<file path="src/rtl/systolic_pkg.sv">
// Shared types and constants for the systolic array stream port.
package systolic_pkg;

  typedef enum logic [1:0] {
    LOAD    = 2'd0,
    COMPUTE = 2'd1,
    DRAIN   = 2'd2
  } state_e;

  localparam int FLT_BYTES   = 9;
  localparam int IMG_BYTES   = 16;
  localparam int RES_BYTES   = 4;
  localparam int FRAME_BYTES = FLT_BYTES + IMG_BYTES;

  localparam int IMG_W = 8 * IMG_BYTES;
  localparam int FLT_W = 8 * FLT_BYTES;
  localparam int RES_W = 8 * RES_BYTES;
  localparam int IDX_W = 5;

endpackage

</file>
<file path="src/rtl/systolic_out_serializer.sv">
// Captures the four array results and streams them out o00..o11.
module systolic_out_serializer
  import systolic_pkg::*;
(
  input  logic             clk,
  input  logic             rst,
  input  logic             cap_i,
  input  logic [RES_W-1:0] res_i,
  input  logic             out_ready_i,
  output logic             out_valid_o,
  output logic [7:0]       out_data_o,
  output logic             done_o
);

  logic [RES_W-1:0] res_q, res_d;
  logic [1:0]       ptr_q, ptr_d;
  logic             vld_q, vld_d;
  logic             hs;

  always_comb begin
    res_d = res_q;
    ptr_d = ptr_q;
    vld_d = vld_q;
    hs    = vld_q && out_ready_i;
    if (cap_i) begin
      res_d = res_i;
      ptr_d = 2'd0;
      vld_d = 1'b1;
    end else if (hs) begin
      ptr_d = ptr_q + 2'd1;
      if (ptr_q == 2'd3) vld_d = 1'b0;
    end
  end

  always_ff @(posedge clk) begin
    if (rst) begin
      res_q <= '0;
      ptr_q <= '0;
      vld_q <= 1'b0;
    end else begin
      res_q <= res_d;
      ptr_q <= ptr_d;
      vld_q <= vld_d;
    end
  end

  always_comb begin
    out_data_o = res_q[31:24];
    unique case (ptr_q)
      2'd0: out_data_o = res_q[31:24];
      2'd1: out_data_o = res_q[23:16];
      2'd2: out_data_o = res_q[15:8];
      2'd3: out_data_o = res_q[7:0];
      default: out_data_o = res_q[31:24];
    endcase
  end

  assign out_valid_o = vld_q;
  assign done_o      = hs && (ptr_q == 2'd3);

endmodule

</file>
<file path="src/rtl/systolic_stream_port.sv">
// Serial byte front/back end for the 2x2 systolic convolution array.
// Optional SYSTOLIC_STREAM_FLT_KEEP_EN: image-only frames keep the filter.
module systolic_stream_port
  import systolic_pkg::*;
#(
  parameter int COMPUTE_CYCLES = 70
) (
  input  logic             clk,
  input  logic             rst,
  input  logic             in_valid,
  output logic             in_ready,
  input  logic [7:0]       in_data,
  input  logic             flt_load,
  output logic             out_valid,
  input  logic             out_ready,
  output logic [7:0]       out_data,
  output logic             arr_rst,
  output logic [IMG_W-1:0] img,
  output logic [FLT_W-1:0] flt,
  input  logic [RES_W-1:0] res
);

  localparam logic [7:0]       CNT_LAST = 8'(COMPUTE_CYCLES - 1);
  localparam logic [IDX_W-1:0] IDX_FLT  = IDX_W'(FLT_BYTES);
  localparam logic [IDX_W-1:0] IDX_LAST = IDX_W'(FRAME_BYTES - 1);

  state_e           state_q, state_d;
  logic [IDX_W-1:0] idx_q, idx_d;
  logic [7:0]       cnt_q, cnt_d;
  logic [IMG_W-1:0] img_q, img_d;
  logic [FLT_W-1:0] flt_q, flt_d;
  logic             cap;
  logic             done;
  logic             img_only;

`ifdef SYSTOLIC_STREAM_FLT_KEEP_EN
  assign img_only = (idx_q == '0) && !flt_load;
`else
  logic unused_flt_load;
  assign unused_flt_load = flt_load;
  assign img_only        = 1'b0;
`endif

  always_comb begin
    state_d = state_q;
    idx_d   = idx_q;
    cnt_d   = cnt_q;
    img_d   = img_q;
    flt_d   = flt_q;
    cap     = 1'b0;
    unique case (state_q)
      LOAD: begin
        if (in_valid) begin
          idx_d = idx_q + 1'b1;
          if (img_only) begin
            // Image-only frame: skip the filter slots entirely
            img_d = {img_q[IMG_W-9:0], in_data};
            idx_d = IDX_FLT + 1'b1;
          end else if (idx_q < IDX_FLT) begin
            flt_d = {flt_q[FLT_W-9:0], in_data};
          end else begin
            img_d = {img_q[IMG_W-9:0], in_data};
            if (idx_q == IDX_LAST) begin
              idx_d   = '0;
              cnt_d   = '0;
              state_d = COMPUTE;
            end
          end
        end
      end
      COMPUTE: begin
        cnt_d = cnt_q + 8'd1;
        if (cnt_q == CNT_LAST) begin
          cnt_d   = '0;
          cap     = 1'b1;
          state_d = DRAIN;
        end
      end
      DRAIN: begin
        if (done) state_d = LOAD;
      end
      default: state_d = LOAD;
    endcase
  end

  always_ff @(posedge clk) begin
    if (rst) begin
      state_q <= LOAD;
      idx_q   <= '0;
      cnt_q   <= '0;
      img_q   <= '0;
      flt_q   <= '0;
    end else begin
      state_q <= state_d;
      idx_q   <= idx_d;
      cnt_q   <= cnt_d;
      img_q   <= img_d;
      flt_q   <= flt_d;
    end
  end

  systolic_out_serializer u_ser (
    .clk        (clk),
    .rst        (rst),
    .cap_i      (cap),
    .res_i      (res),
    .out_ready_i(out_ready),
    .out_valid_o(out_valid),
    .out_data_o (out_data),
    .done_o     (done)
  );

  assign in_ready = (state_q == LOAD);
  assign arr_rst  = (state_q != COMPUTE);
  assign img      = img_q;
  assign flt      = flt_q;

endmodule

</file>
<file path="config.mk">
export PLATFORM = sky130hd
export DESIGN_NAME = systolic_stream_port
export DESIGN_NICKNAME = d
export VERILOG_FILES = /design/src/rtl/systolic_pkg.sv /design/src/rtl/systolic_out_serializer.sv /design/src/rtl/systolic_stream_port.sv
export SDC_FILE = /design/constraint.sdc
export NUM_CORES = 1
export LEC_CHECK = 0
export ABC_AREA = 0
export ABC_CLOCK_PERIOD_IN_PS = 2400
export CORE_UTILIZATION = 33
export CTS_BUF_LIST = sky130_fd_sc_hd__clkbuf_4 sky130_fd_sc_hd__clkbuf_8
export DETAILED_ROUTE_END_ITERATION = 6
export SLEW_MARGIN = 20
export SYNTH_ARGS = -nofsm -noshare
export SYNTH_HDL_FRONTEND = slang
export SYNTH_SLANG_ARGS = --single-unit
</file>
<file path="constraint.sdc">
create_clock -name clk -period 2.4 [get_ports clk]
set_input_delay 0.48 -clock clk [delete_from_list [all_inputs] [get_ports clk]]
set_output_delay 0.48 -clock clk [all_outputs]
set_load 0.01 [all_outputs]
</file>
==> results_dict.tcl <==
set metrics [dict create \
    required_ns 1.92 \
    worstSetupStartpointType "flip-flop" \
    die_h_um 169 \
    coreArea_mm2 0.0271 \
    crit_path_end_kind "output port" \
    cts_buffer_depth 3 \
    setup_viol 0 \
    cp_max_fo 8 \
    cts-root-buf "clkbuf_8" \
    port_buffers 254 \
    syn2layout_area_growth_pct 43.6 \
    synth_seq_cells 250 \
    die_w_um 169 \
    layout_common_cells "nand2_1, dfxtp_1, clkdlybuf4s50_1" \
    p_comb_share_pct 3.4 \
    syn-cell-area_mm2 0.00917 \
    drc 0 \
    grt_max_degree 88 \
    setup_ws_ns 0.0220 \
    rsz0062_at_grt "yes" \
    irDropWorstVdd_v 0.000412 \
    via_count 8143 \
    fin_cells 1758 \
    nets 1410 \
    clock.fmax_mhz 421 \
    die_area_mm2 0.0285 \
    place_congestion 0.777 \
    drtIter0Drc 478 \
    syn_nets 1160 \
    clock_skew_ns 0.0231 \
    wire_per_inst_um 15.0 \
    clk_pin_slew_worst_paths_ns 0.06 \
    max-cap-violations 0 \
    min_from "flt[65]$_SDFFE_PP0P_" \
    sw_frac_of_total_pct 21.9 \
    rows 60 \
    min_path_cells 2 \
    status "finished, final reports clean" \
    leakagePower_nw 4.41 \
    routed_wl_um 26500 \
    drt-pass1-iter-count 7 \
    p_clk_share_pct 48.1 \
    hold_viol_final 0 \
    boundaryPins 256 \
    p_seq_share_pct 48.6 \
    intPower_mw 6.73 \
    dp.cells 1681 \
    worst_pin_slew_ns 0.658 \
    crit_start "u_ser.ptr_q[0]$_SDFFE_PP0N_" \
    report.final.slew_viol_count 0 \
    htree_num_levels 2 \
    synth_cells 1107 \
    grt_usage_pct 18.4 \
    power.density_mw_per_mm2 655 \
    max-slew-margin-rel_pct 56.2 \
    cts_buffers 45 \
    cts_sinks 250 \
    globalRoute.totalOverflow 0 \
    drive_gt1_share_pct 9.45 \
    start_util_pct 33.8 \
    timing.rr.start "cnt_q[0]$_SDFFE_PP0P_" \
    tritoncts "built" \
    crit_type "flip-flop to output port" \
    routed_via_density 4.63 \
    antennaDiodeCount 0 \
    p_sw_mw 1.89 \
    hold_buffers 0 \
    grt_pass1_wl_um 41700 \
    synth_warnings 0 \
    final_common_cell "nand2_1" \
    dpl.hpwl_um 17700 \
    antenna_found_initial 0 \
    rr_worst_depth 5 \
    post-place-ws_ns 0.0455 \
    hp-class "flip-flop to flip-flop" \
    synth-seq-area-share_pct 54.6 \
    fin_crit_sh_pct 99.1 \
    grt_pass1_vias 7723 \
    synth_area_per_cell_um2 8.28 \
    ys_types 41 \
    antenna_left 0 \
    clock_latency_ns 0.56 \
    crit_arrival_ns 1.90 \
    min_period_ns 2.38 \
    fin_setup_tns_ns 0 \
]
## area by class of cell
cell class	count	area (um^2)
clock inverter	5	61.3
inverter	17	63.8
sequential	250	5010
clock buffer	71	883
tap	372	465
timing repair buffer	282	2920
multi-input combinational	761	3760
fill	2662	13900
## layer usage
layer,vias to the layer above,share of wire [%],track usage [%]
li1,4130,-,-
met1,3762,44,23.0
met2,206,45,28.6
met3,45,7.8,6.43
met4,0,2.9,7.75
met5,-,0,0
## registers in the layout, indices dropped and copies added (netlist names)
| register | cells |
|---|---|
| img | 128 |
| u_ser.ptr_q | 2 |
| flt | 72 |
| u_ser.out_valid_o | 1 |
| u_ser.res_q | 32 |
| idx_q | 5 |
| state_q | 2 |
| cnt_q | 8 |
## power groups by stage
stage | sequential [mW] | clock, mW | combinational [mW]
6_report | 4.19 | 4.15 | 0.290
5_1_grt | 4.18 | 4.49 | 0.315
4_1_cts | 4.19 | 4.29 | 0.293
3_5_place_dp | 4.28 | 0 | 0.292
3_3_place_gp | 4.28 | 0 | 0.291
2_1_floorplan | 4.28 | 0 | 0.123
## worst max-delay path, cell delays in order, from the launching register on
cell and delay [ns]:
dfxtp_2 0.32, buf_6 0.12, ha_4 0.19, a222oi_1 0.44
mux2i_1 0.13, buf_2 0.16
## cells in the mapped netlist, drive strengths merged
| library cell | number | share of area (%) |
|---|---|---|
| a21boi | 2 | 0.20 |
| a41o | 1 | 0.11 |
| xor2 | 3 | 0.29 |
| a21bo | 1 | 0.11 |
| nand4 | 3 | 0.20 |
| ha | 8 | 1.1 |
| dfxtp | 250 | 55 |
| nor3 | 3 | 0.16 |
| and3b | 2 | 0.19 |
| xnor2 | 3 | 0.29 |
| a21oi | 203 | 11 |
| nor2 | 42 | 1.7 |
| nor3b | 2 | 0.22 |
| nand2 | 406 | 17 |
| inv | 17 | 0.70 |
| clkbuf | 39 | 1.6 |
| nand3 | 5 | 0.27 |
| or4b | 1 | 0.15 |
| buf | 40 | 2.8 |
| a222oi | 8 | 0.87 |
| and3 | 1 | 0.068 |
| nand2b | 1 | 0.068 |
| a211oi | 6 | 0.49 |
| mux2i | 41 | 4.5 |
| nor4 | 1 | 0.23 |
| a2111oi | 1 | 0.096 |
| o21ai | 5 | 0.27 |
| or4 | 2 | 0.20 |
| or2 | 1 | 0.068 |
| o31ai | 2 | 0.16 |
| a31oi | 1 | 0.068 |
| or3 | 6 | 0.42 |
## kinds of logic (layout without fill, tap and decap cells)
group	count (synthesis)	after routing	share of synthesized area, %
simple gates	476	476	20.6
flops	250	250	54.6
compound gates	230	230	13.6
buf+inv	96	375	5.10
mux	41	41	4.47
fa+ha+maj	8	8	1.09
xor+xnor	6	6	0.573
## path summary, 6_finish.rpt
path                                end  slack, ns
setup / recovery            out_data[4]       0.02
hold / removal     flt[65]$_SDFFE_PP0P_       0.45
setup reg to reg  cnt_q[1]$_SDFFE_PP0P_       0.29
hold reg to reg    flt[65]$_SDFFE_PP0P_       0.45
## through the flow
stage	instance area (um^2)	utilization, %	power, mW	hold WS, ns
floorplan	9170	-	4.40	0.459
finish	13200	48.6	8.62	0.453
global route	13200	48.6	8.99	0.471
detailed placement	12200	45.0	4.57	0.447
CTS	13200	48.6	8.77	0.454
global placement	12200	45.0	4.57	0.445
## what timing repair did
item	in CTS	in global routing
hold endpoints to repair	0	0
pin swaps	9	4
buffers inserted	0	1
gates resized for setup	42	4
endpoints found under the setup margin	8	7
gates cloned	0	0
(Power assumes the default switching activity.)
